File: config.mk
export PLATFORM = sky130hd
export DESIGN_NAME = mem_access_unit
export DESIGN_NICKNAME = d
export VERILOG_FILES = /design/src/rtl/mem_access_unit.sv
export SDC_FILE = /design/constraint.sdc
export NUM_CORES = 1
export LEC_CHECK = 0
export CAP_MARGIN = 30
export CORE_MARGIN = 2
export CORE_UTILIZATION = 49
export CTS_CLUSTER_SIZE = 14
export DETAILED_ROUTE_END_ITERATION = 12
export PLACE_DENSITY_LB_ADDON = 0.25
export SLEW_MARGIN = 0
export SYNTH_ARGS = -nofsm -noshare
export SYNTH_HDL_FRONTEND = slang
export SYNTH_SLANG_ARGS = --single-unit
File: constraint.sdc
create_clock -name clk -period 6.12 [get_ports clk]
set_input_delay 1.836 -clock clk [delete_from_list [all_inputs] [get_ports clk]]
set_output_delay 1.836 -clock clk [all_outputs]
set_load 0.05 [all_outputs]
File: src/rtl/mem_access_unit.sv
// Load/store front end for a word-organised single-port RAM: byte/half/word
// requests, read-modify-write for sub-word stores, extended sub-word loads.
module mem_access_unit #(
  parameter int RAM_ADDR_WIDTH = 10,
  parameter int ADDR_WIDTH     = 32
) (
  input  logic                      clk,
  input  logic                      rst,
  input  logic                      req_valid,
  output logic                      req_ready,
  input  logic                      req_we,
  input  logic [1:0]                req_size,
  input  logic                      req_signed,
  input  logic [ADDR_WIDTH-1:0]     req_addr,
  input  logic [31:0]               req_wdata,
  output logic                      rsp_valid,
  input  logic                      rsp_ready,
  output logic [31:0]               rsp_rdata,
  output logic                      rsp_err,
  output logic [RAM_ADDR_WIDTH-1:0] ram_addr,
  output logic [31:0]               ram_wr_data,
  output logic                      ram_wr_en,
  input  logic [31:0]               ram_rd_data
);

  localparam logic [1:0] IDLE  = 2'd0;
  localparam logic [1:0] READ  = 2'd1;
  localparam logic [1:0] WRITE = 2'd2;
  localparam logic [1:0] RESP  = 2'd3;

  localparam logic [1:0] SZ_B = 2'b00;
  localparam logic [1:0] SZ_H = 2'b01;
  localparam logic [1:0] SZ_W = 2'b10;

  logic [1:0]                state_q, state_d;
  logic                      we_q, signed_q, err_q;
  logic [1:0]                size_q, off_q;
  logic [RAM_ADDR_WIDTH-1:0] widx_q;
  logic [31:0]               wdata_q, word_q, rdata_q;

  logic accept, misalign, bad_size, out_of_range, req_err;

  function automatic logic [31:0] load_extract(input logic [31:0] word,
                                               input logic [1:0]  size,
                                               input logic [1:0]  off,
                                               input logic        sext);
    logic [7:0]  b;
    logic [15:0] h;
    logic [31:0] r;
    case (off)
      2'd0:    b = word[7:0];
      2'd1:    b = word[15:8];
      2'd2:    b = word[23:16];
      default: b = word[31:24];
    endcase
    h = off[1] ? word[31:16] : word[15:0];
    case (size)
      SZ_B:    r = {{24{sext & b[7]}}, b};
      SZ_H:    r = {{16{sext & h[15]}}, h};
      default: r = word;
    endcase
    return r;
  endfunction

  function automatic logic [31:0] store_merge(input logic [31:0] word,
                                              input logic [31:0] wdata,
                                              input logic [1:0]  size,
                                              input logic [1:0]  off);
    logic [31:0] r;
    r = word;
    case (size)
      SZ_B: begin
        case (off)
          2'd0:    r[7:0]   = wdata[7:0];
          2'd1:    r[15:8]  = wdata[7:0];
          2'd2:    r[23:16] = wdata[7:0];
          default: r[31:24] = wdata[7:0];
        endcase
      end
      SZ_H: begin
        if (off[1]) r[31:16] = wdata[15:0];
        else        r[15:0]  = wdata[15:0];
      end
      default: r = wdata;
    endcase
    return r;
  endfunction

  assign accept       = req_valid && (state_q == IDLE);
  assign misalign     = ((req_size == SZ_H) && req_addr[0]) ||
                        ((req_size == SZ_W) && (req_addr[1:0] != 2'b00));
  assign bad_size     = (req_size == 2'b11);
  assign out_of_range = |(req_addr >> (RAM_ADDR_WIDTH + 2));
  assign req_err      = misalign || bad_size || out_of_range;

  always_comb begin
    state_d = state_q;
    case (state_q)
      IDLE: begin
        if (accept) begin
          if (req_err)                            state_d = RESP;
          else if (!req_we || req_size != SZ_W)   state_d = READ;
          else                                    state_d = WRITE;
        end
      end
      READ:    state_d = we_q ? WRITE : RESP;
      WRITE:   state_d = RESP;
      RESP:    if (rsp_ready) state_d = IDLE;
      default: state_d = IDLE;
    endcase
  end

  // Control and visible response registers
  always_ff @(posedge clk) begin
    if (rst) begin
      state_q <= IDLE;
      err_q   <= 1'b0;
      rdata_q <= '0;
    end else begin
      state_q <= state_d;
      if (accept) begin
        err_q   <= req_err;
        rdata_q <= '0;
      end
      if (state_q == READ && !we_q)
        rdata_q <= load_extract(ram_rd_data, size_q, off_q, signed_q);
    end
  end

  // Latched request fields and the word captured for read-modify-write
  always_ff @(posedge clk) begin
    if (accept) begin
      we_q     <= req_we;
      size_q   <= req_size;
      signed_q <= req_signed;
      off_q    <= req_addr[1:0];
      widx_q   <= req_addr[RAM_ADDR_WIDTH+1:2];
      wdata_q  <= req_wdata;
    end
    if (state_q == READ)
      word_q <= ram_rd_data;
  end

  assign req_ready   = (state_q == IDLE);
  assign rsp_valid   = (state_q == RESP);
  assign rsp_rdata   = rdata_q;
  assign rsp_err     = err_q;
  assign ram_addr    = (state_q == IDLE) ? '0 : widx_q;
  assign ram_wr_en   = (state_q == WRITE) && !rst;
  assign ram_wr_data = (state_q == WRITE) ? store_merge(word_q, wdata_q, size_q, off_q) : '0;

endmodule

==> impl_metrics.csv, run 1 <==
group,metric,value,unit
power_and_ir_drop,pwr_density_cell,455,nW/um2
synthesis,avgSynthCellArea,11.5,um2
timing,slew_headroom,41.7,%
synthesis,synth_seq_cells,115,
critical_path,path_cells,"nand2b_1 > nand2_1 > nand2_1 > a311oi_1 > clkdlybuf4s50_1",
routing,vias_per_cell,5.86,
floorplanning,ioPinCount,182,
synthesis,synth_top_cells_by_area,"edfxtp_1, dfxtp_1, mux2i_1",
floorplanning,core_area,10400,um2
timing,finalSetupViolCount,0,
global_routing,top_usage_layer,"met2",
floorplanning,dieHeight,108,um
global_routing,met3_usage,9.93,%
clock_tree,cts-resized-gates,0,
clock_tree,cts_setup_buffers,0,
routing,drcViolationCount,0,
synthesis,yosysWarningCount,0,
timing,fmax,187,MHz
floorplanning,die-width,108,um
critical_path,arrival,3.52,ns
routing,routed_wl,15900,um
clock_tree,clock_path_buffers,2,
timing,fin_skew,0.0109,ns
critical_path,crit_type,"reg2out",
timing,maxSlewViolCount,0,
timing,min_period_over_period,87.4,%
layout,drive_gt1_share,8.84,%
synthesis,ys_seq_area_share,58.7,%
global_routing,overflow,0,
placed_design,pre_cts_ws,0.910,ns
synthesis,yosysUniqueCellTypes,44,
synthesis,synth.area.mux_share,5.13,%
placed_design,dp_hpwl,11300,um
floorplanning,start_util,50.8,%
synthesis,synth_top_area_cell,"edfxtp_1",
synthesis,synth_edf_count,80,
placed_design,portBuffers,181,
synthesis,synthArstFlopShare,0,%
synthesis,synth-xor-area-share,0,%
layout,num_antenna_cells,0,
synthesis,synthAdderAreaFrac,0.947,%
synthesis,post-synth-top-count-cell,"edfxtp_1",
routing,drt-initial-drc-count,409,
synthesis,synth_compound_area_share,18.1,%
global_routing,grt_use_met1,34.8,%
synthesis,synth_area,5290,um2
clock_tree,clock_latency,0.52,ns
global_routing,antenna_found_initial,0,
synthesis,synth_top_family_by_area,"compound AO/OA/AOI/OAI gates",
hold_path,hold_class,"reg2reg",
power_and_ir_drop,ir_worst_vdd,0.268,mV
clock_tree,root_buffer,"clkbuf_8",
layout,utilization,74.7,%
critical_path,cp_max_fo,18,
timing,setup_tns,0,ns
floorplanning,dieArea,11600,um2
placed_design,gp_routability_congestion,0.828,
synthesis,synthTopCellsByCount,"edfxtp_1, nand2_1, dfxtp_1, nor2_1, clkbuf_1",
clock_tree,cts_tree,"yes",
layout,synthToLayoutAreaGrowth,47.1,%
clock_tree,clkTransAtPathRegs,0.06,ns
job,maxCapViolCount,0,
floorplanning,rows,37,
global_routing,grt_use_met2,44.8,%
timing,rsz0062_at_grt,"false",
clock_tree,htreeDepth,4,
critical_path,slowest_delay,0.87,ns
routing,final_antenna_net_count,0,
timing,fin_ws,0.769,ns
critical_path,cp_common_cell,"nand2_1",
synthesis,syn_nets,566,
timing,hold_ws,0.463,ns
timing,tightest_slew,0.872,ns
critical_path,worstPathRequired,4.28,ns
timing,period_needed,5.35,ns
global_routing,grt_max_degree,39,
routing,wl_per_cell,20.4,um
global_routing,grt_pass1_vias,4553,
synthesis,synthFlopType,"edfxtp_1",
synthesis,synth-simple-area-share,13.6,%
critical_path,cp_slowest_cell,"clkdlybuf4s50_1",
routing,firstDrtPassIters,5,
synthesis,syn_inst,458,
critical_path,start_kind,"register",
clock_tree,clock_sinks,115,
global_routing,grt_usage,27.8,%
critical_path,crit_path_end_kind,"output pin",
clock_tree,cts_buffers,17,
routing,num_vias,4579,
timing,finalHoldViolCount,0,
global_routing,grt_pass1_wl,24200,um
synthesis,synth_top_area_share,45.4,%
layout,fillers,733,
power_and_ir_drop,power.leakage,2.89,nW
status,status,"completed",
layout,fin_nets,740,
clock_tree,hold_buffers,0,
stage by stage:
step / instance area, um2 / power (mW) / cells
6_report: 7780 / 3.54 / 781
5_1_grt: 7780 / 3.68 / 781
4_1_cts: 7780 / 3.55 / 781
3_5_place_dp: 7200 / 2.58 / 749
3_3_place_gp: 7170 / 2.53 / 747
2_1_floorplan: 5290 / 2.08 / 458
final timing paths:
check | startpoint | end | slack (ns) | depth (start not counted)
hold / removal | rsp_rdata[7]$_SDFFE_PP0P_ | rsp_rdata[7]$_SDFFE_PP0P_ | 0.46 | 2
setup / recovery | off_q[0]$_DFFE_PP_ | ram_wr_data[21] | 0.77 | 5
setup reg to reg | state_q[1]$_SDFFE_PP0P_ | rsp_rdata[25]$_SDFFE_PP0P_ | 3.72 | 6
hold reg to reg | rsp_rdata[7]$_SDFFE_PP0P_ | rsp_rdata[7]$_SDFFE_PP0P_ | 0.46 | 2
where the power goes:
| group | switching, mW | total, mW | internal [mW] | leakage, nW |
|---|---|---|---|---|
| clock network | 0.350 | 0.966 | 0.616 | 0.274 |
| registers | 0.0962 | 1.14 | 1.04 | 1.03 |
| logic | 0.949 | 1.44 | 0.491 | 1.58 |
final cells by class:
| type | instances | area, um2 | share of cell area [%] |
|---|---|---|---|
| tap | 136 | 170 | 2.19 |
| timing repair buffer | 191 | 1900 | 24.4 |
| multi-input combinational | 300 | 2000 | 25.7 |
| inverter | 7 | 26.3 | 0.338 |
| clock inverter | 14 | 161 | 2.07 |
| clock buffer | 18 | 418 | 5.37 |
| sequential | 115 | 3100 | 39.9 |
per-layer routing:
layer  share of wire (%)  routed length, um
met5                   0                  0
met4                 1.7                267
met3                  10               1600
met2                  50               7880
met1                  39               6160
critical path: cells and delay by family, from the launching register on:
family          cells  cell delay (ns)
simple gates        3             1.12
buf+inv             1             0.87
flops               1             0.64
compound gates      1             0.37
layout by cell type (no fill, tap or decap), drive strengths merged, types with 8 or more instances in the layout:
cell type      Yosys  layout
clkdlybuf4s50      0     181
edfxtp            80      80
nand2             45      45
dfxtp             35      35
nor2              29      29
nor2b             24      24
a22oi             22      22
a21oi             22      22
o21ai             18      18
clkbuf            24      18
mux2i             17      17
nand3             15      15
nor3              13      13
buf               12      10
a221oi             8       8
o211a              8       8
a311oi             8       8
a2bb2oi            8       8
a22o               8       8
inv                7       8
flip-flops by register name, summed over array words and instances (netlist names):
name and count:
we_q 1, widx_q 10, word_q 32, state_q 2
size_q 2, off_q 2, rsp_rdata 32, rsp_err 1
signed_q 1, wdata_q 32
cells by family after synthesis:
| kind of cell | after synthesis |
|---|---|
| buf+inv | 43 |
| compound gates | 124 |
| flops | 115 |
| mux | 25 |
| fa+ha+maj | 4 |
| simple gates | 147 |
No activity file was read; power rests on OpenSTA's default activity.
==> inputs of run 2 (changes only) <==
--- a/config.mk
+++ b/config.mk
@@ -10,7 +10,7 @@
 export CORE_UTILIZATION = 49
 export CTS_CLUSTER_SIZE = 14
 export DETAILED_ROUTE_END_ITERATION = 12
-export PLACE_DENSITY_LB_ADDON = 0.25
+export PLACE_DENSITY = 0.85
 export SLEW_MARGIN = 0
 export SYNTH_ARGS = -nofsm -noshare
 export SYNTH_HDL_FRONTEND = slang
==> impl_metrics.csv, run 2 (synthesis results as in run 1) <==
group,metric,value,unit
status,status,"completed",
critical_path,arrival,3.50,ns
critical_path,start_kind,"register",
timing,hold_ws,0.455,ns
timing,finalHoldViolCount,0,
global_routing,grt_use_met2,44.9,%
power_and_ir_drop,p_int,2.14,mW
power_and_ir_drop,power_frac_clock,27.1,%
global_routing,grt_use_met1,35.9,%
routing,drt-initial-drc-count,491,
clock_tree,cts-resized-gates,0,
clock_tree,cts_buffers,17,
timing,maxSlewViolCount,0,
power_and_ir_drop,pwr_density_cell,454,nW/um2
floorplanning,core_area,10400,um2
clock_tree,clock_latency,0.52,ns
routing,drcViolationCount,0,
global_routing,grt_pass1_vias,4592,
job,maxCapViolCount,0,
floorplanning,die-width,108,um
timing,finalSetupViolCount,0,
critical_path,worstPathRequired,4.28,ns
layout,drive_gt1_share,8.84,%
global_routing,grt_usage,28.0,%
critical_path,cp_max_fo,23,
timing,tightest_slew,0.829,ns
clock_tree,clkTransAtPathRegs,0.06,ns
clock_tree,clock_sinks,115,
layout,num_antenna_cells,0,
power_and_ir_drop,ir_worst_vdd,0.306,mV
global_routing,met3_usage,8.78,%
layout,mostFrequentLayoutCells,"clkdlybuf4s50_1, edfxtp_1, nand2_1",
timing,period_needed,5.34,ns
routing,num_vias,4665,
routing,routed_wl,16000,um
global_routing,top_usage_layer,"met2",
power_and_ir_drop,power_frac_seq,32.4,%
placed_design,dp_hpwl,11300,um
global_routing,grt_pass1_wl,24300,um
critical_path,crit_path_end_kind,"output pin",
timing,rsz0062_at_grt,"false",
timing,fin_skew,0.00883,ns
hold_path,hold_class,"reg2reg",
floorplanning,rows,37,
clock_tree,hold_buffers,0,
power_and_ir_drop,p_switching,1.40,mW
timing,slew_headroom,44.7,%
placed_design,portBuffers,181,
clock_tree,htreeDepth,4,
clock_tree,root_buffer,"clkbuf_8",
timing,fmax,187,MHz
routing,wl_per_cell,20.4,um
global_routing,antenna_found_initial,0,
routing,vias_per_cell,5.97,
clock_tree,cts_setup_buffers,0,
global_routing,overflow,0,
floorplanning,ioPinCount,182,
layout,utilization,74.7,%
clock_tree,clock_path_buffers,2,
critical_path,crit_type,"reg2out",
floorplanning,dieHeight,108,um
critical_path,reg2reg_from,"size_q[1]$_DFFE_PP_",
routing,final_antenna_net_count,0,
placed_design,gp_routability_congestion,0.853,
clock_tree,cts_tree,"yes",
power_and_ir_drop,p_comb_share,40.5,%
layout,stdcell_count,781,
layout,mostFrequentLayoutCell,"clkdlybuf4s50_1",
placed_design,dp.cells,749,
power_and_ir_drop,power.leakage,2.91,nW
global_routing,grt_max_degree,40,
layout,fin_nets,740,
critical_path,startpoint,"off_q[1]$_DFFE_PP_",
layout,synthToLayoutAreaGrowth,47.2,%
power_and_ir_drop,switching_share,39.5,%
timing,setup_tns,0,ns
routing,firstDrtPassIters,6,
hold_path,min_from,"rsp_rdata[7]$_SDFFE_PP0P_",
floorplanning,start_util,50.8,%
floorplanning,dieArea,11600,um2
timing,min_period_over_period,87.2,%
-- run 2: cell count changes in the layout (fill, tap and decap cells not counted), moves of 2 or more --
cell | before | now
bufinv_16 | 3 | 1
clkinv_2 | 4 | 0
clkbuf_8 | 1 | 5
inv_4 | 0 | 4
clkinvlp_4 | 4 | 0
-- run 2: metrics by stage --
step           setup slack [ns]  cell area, um2  power [mW]
3_3_place_gp              0.889            7170        2.52
5_1_grt                   0.582            7780        3.67
6_report                  0.781            7780        3.53
3_5_place_dp              0.843            7200        2.57
4_1_cts                   0.822            7780        3.53
2_1_floorplan              1.65            5290        2.08
-- run 2: power by group through the flow --
stage | clock network, mW | logic, mW | registers (mW)
finish | 0.958 | 1.43 | 1.14
detailed placement | 0 | 1.42 | 1.15
global route | 1.00 | 1.51 | 1.16
floorplan | 0 | 0.863 | 1.22
global placement | 0 | 1.38 | 1.15
CTS | 0.964 | 1.43 | 1.14
-- run 2: critical path: stages, from the launching register on --
cell and delay [ns]:
edfxtp_1 0.61, buf_4 0.32, inv_1 0.40, a21oi_4 0.49, mux2i_1 0.17, nor2_1 0.11
clkdlybuf4s50_1 0.85
-- run 2: area by class of cell --
class                   count  area [um2]
clock buffers              22         494
clock inverters            10        88.8
fillers                   681        2630
inverters                   7        26.3
multi-input cells         300        2000
flip-flops and latches    115        3100
well taps                 136         170
repair buffers            191        1900
-- run 2: worst paths after layout --
path | end | slack, ns | cells past startpoint
worst max-delay path | ram_wr_data[1] | 0.78 | 6
worst min-delay path | rsp_rdata[7]$_SDFFE_PP0P_ | 0.46 | 2
worst max register to register | rsp_rdata[26]$_SDFFE_PP0P_ | 3.50 | 7
worst min register to register | rsp_rdata[7]$_SDFFE_PP0P_ | 0.46 | 2
-- run 2: routing by layer --
layer | wire (um) | vias up
li1 | - | 2105
met1 | 6130 | 2241
met2 | 8000 | 294
met3 | 1560 | 25
met4 | 281 | 0
met5 | 0 | -
==> inputs of run 3 (changes only) <==
--- a/config.mk
+++ b/config.mk
@@ -10,7 +10,7 @@
 export CORE_UTILIZATION = 49
 export CTS_CLUSTER_SIZE = 14
 export DETAILED_ROUTE_END_ITERATION = 12
-export PLACE_DENSITY = 0.85
+export PLACE_DENSITY = 0.89
 export SLEW_MARGIN = 0
 export SYNTH_ARGS = -nofsm -noshare
 export SYNTH_HDL_FRONTEND = slang
==> impl_metrics.csv, run 3 (synthesis results as in run 1) <==
group,metric,value,unit
critical_path,arrival,3.68,ns
hold_path,min_from,"rsp_rdata[7]$_SDFFE_PP0P_",
timing,setup_tns,0,ns
critical_path,worstPathRequired,4.28,ns
clock_tree,root_buffer,"clkbuf_8",
layout,synthToLayoutAreaGrowth,46.7,%
timing,finalSetupViolCount,0,
global_routing,grt_usage,28.6,%
clock_tree,clkTransAtPathRegs,0.06,ns
clock_tree,clock_sinks,115,
layout,drive_gt1_share,8.26,%
floorplanning,rows,37,
floorplanning,ioPinCount,182,
global_routing,antenna_found_initial,0,
timing,finalHoldViolCount,0,
critical_path,start_kind,"register",
layout,fin_nets,737,
layout,stdcell_count,778,
routing,drt-initial-drc-count,579,
clock_tree,cts_buffers,17,
routing,firstDrtPassIters,6,
clock_tree,cts_tree,"yes",
clock_tree,clock_latency,0.51,ns
routing,final_antenna_net_count,0,
global_routing,overflow,0,
power_and_ir_drop,power.leakage,2.89,nW
layout,utilization,74.5,%
clock_tree,clock_path_buffers,2,
layout,num_antenna_cells,0,
critical_path,reg2reg_from,"size_q[1]$_DFFE_PP_",
routing,vias_per_cell,6.11,
hold_path,hold_class,"reg2reg",
routing,drcViolationCount,0,
floorplanning,core_area,10400,um2
layout,mostFrequentLayoutCell,"clkdlybuf4s50_1",
power_and_ir_drop,ir_worst_vdd,0.238,mV
critical_path,r2r_end,"rsp_rdata[4]$_SDFFE_PP0P_",
routing,wl_per_cell,21.4,um
placed_design,dp_hpwl,11600,um
critical_path,reg2regPathDepth,4,
timing,fin_ws,0.605,ns
timing,fmax,181,MHz
routing,routed_wl,16600,um
timing,period_needed,5.51,ns
timing,min_period_over_period,90.1,%
timing,slew_headroom,25.7,%
critical_path,slowest_delay,1.01,ns
placed_design,portBuffers,181,
hold_path,hold_depth,2,
critical_path,crit_type,"reg2out",
placed_design,pre_cts_ws,0.832,ns
timing,fin_skew,0.0106,ns
clock_tree,cts_setup_buffers,0,
critical_path,path_cells,"nor2b_1 > a22o_1 > nand2_1 > a21oi_1 > clkdlybuf4s50_1",
clock_tree,cts-resized-gates,0,
global_routing,grt_pass1_vias,4792,
critical_path,rrSetupSlack,3.37,ns
status,status,"completed",
critical_path,cp_slowest_cell,"nor2b_1",
timing,tightest_slew,1.11,ns
global_routing,grt_pass1_wl,25200,um
routing,num_vias,4754,
timing,rsz0062_at_grt,"false",
timing,maxSlewViolCount,0,
floorplanning,dieArea,11600,um2
clock_tree,hold_buffers,0,
critical_path,crit_path_end_kind,"output pin",
placed_design,gp_routability_congestion,0.874,
floorplanning,die-width,108,um
power_and_ir_drop,pwr_density_cell,456,nW/um2
floorplanning,dieHeight,108,um
critical_path,cp_max_fo,25,
hold_path,min_to,"rsp_rdata[7]$_SDFFE_PP0P_",
global_routing,grt_max_degree,45,
clock_tree,htreeDepth,4,
placed_design,dp.cells,746,
job,maxCapViolCount,0,
floorplanning,start_util,50.8,%
layout,mostFrequentLayoutCells,"clkdlybuf4s50_1, edfxtp_1, nand2_1",
run 3: layer usage:
metal / part of all wire [%] / up-vias / wire, um / GRT usage [%]
met1: 38 / 2241 / 6370 / 35.5
met3: 10 / 57 / 1720 / 7.69
met2: 48 / 358 / 8000 / 47.2
met5: 0 / - / 0 / 0
li1: - / 2098 / - / -
met4: 3.2 / 0 / 539 / 11.8
run 3: critical path, delay by kind of cell (launching register included):
family / cells / cell delay (ns)
flops: 1 / 0.77
compound gates: 2 / 0.45
buf+inv: 1 / 0.84
simple gates: 2 / 1.08
run 3: per-stage QoR:
step / hold WS (ns) / total power, mW / cell area, um2
after floorplan: 0.527 / 2.08 / 5290
after global placement: 0.436 / 2.52 / 7160
after detailed placement: 0.452 / 2.57 / 7180
after CTS: 0.466 / 3.53 / 7760
after global routing: 0.472 / 3.66 / 7760
final: 0.459 / 3.54 / 7760
run 3: how the worst max path moves through the flow:
stage                                    from              end  slack [ns]  cells past startpoint
after global placement                    rst        ram_wr_en        0.87                      3
final                     size_q[1]$_DFFE_PP_  ram_wr_data[15]        0.61                      5
after global routing      size_q[1]$_DFFE_PP_  ram_wr_data[14]        0.49                      5
after detailed placement                  rst        ram_wr_en        0.83                      3
after floorplan                           rst        ram_wr_en        1.65                      2
after CTS                 size_q[1]$_DFFE_PP_  ram_wr_data[15]        0.66                      5
run 3: area by class of cell:
cell class              count  area [um2]
clock inverters            10        92.6
flip-flops and latches    115        3100
clock buffers              22         485
fillers                   674        2660
multi-input cells         300        2000
inverters                   7        26.3
repair buffers            188        1880
well taps                 136         170
run 3: power by group:
group	leakage (nW)	internal (mW)	switching (mW)
combinational	1.57	0.487	0.949
clock	0.288	0.599	0.347
sequential	1.03	1.04	0.114
total	2.89	2.13	1.41
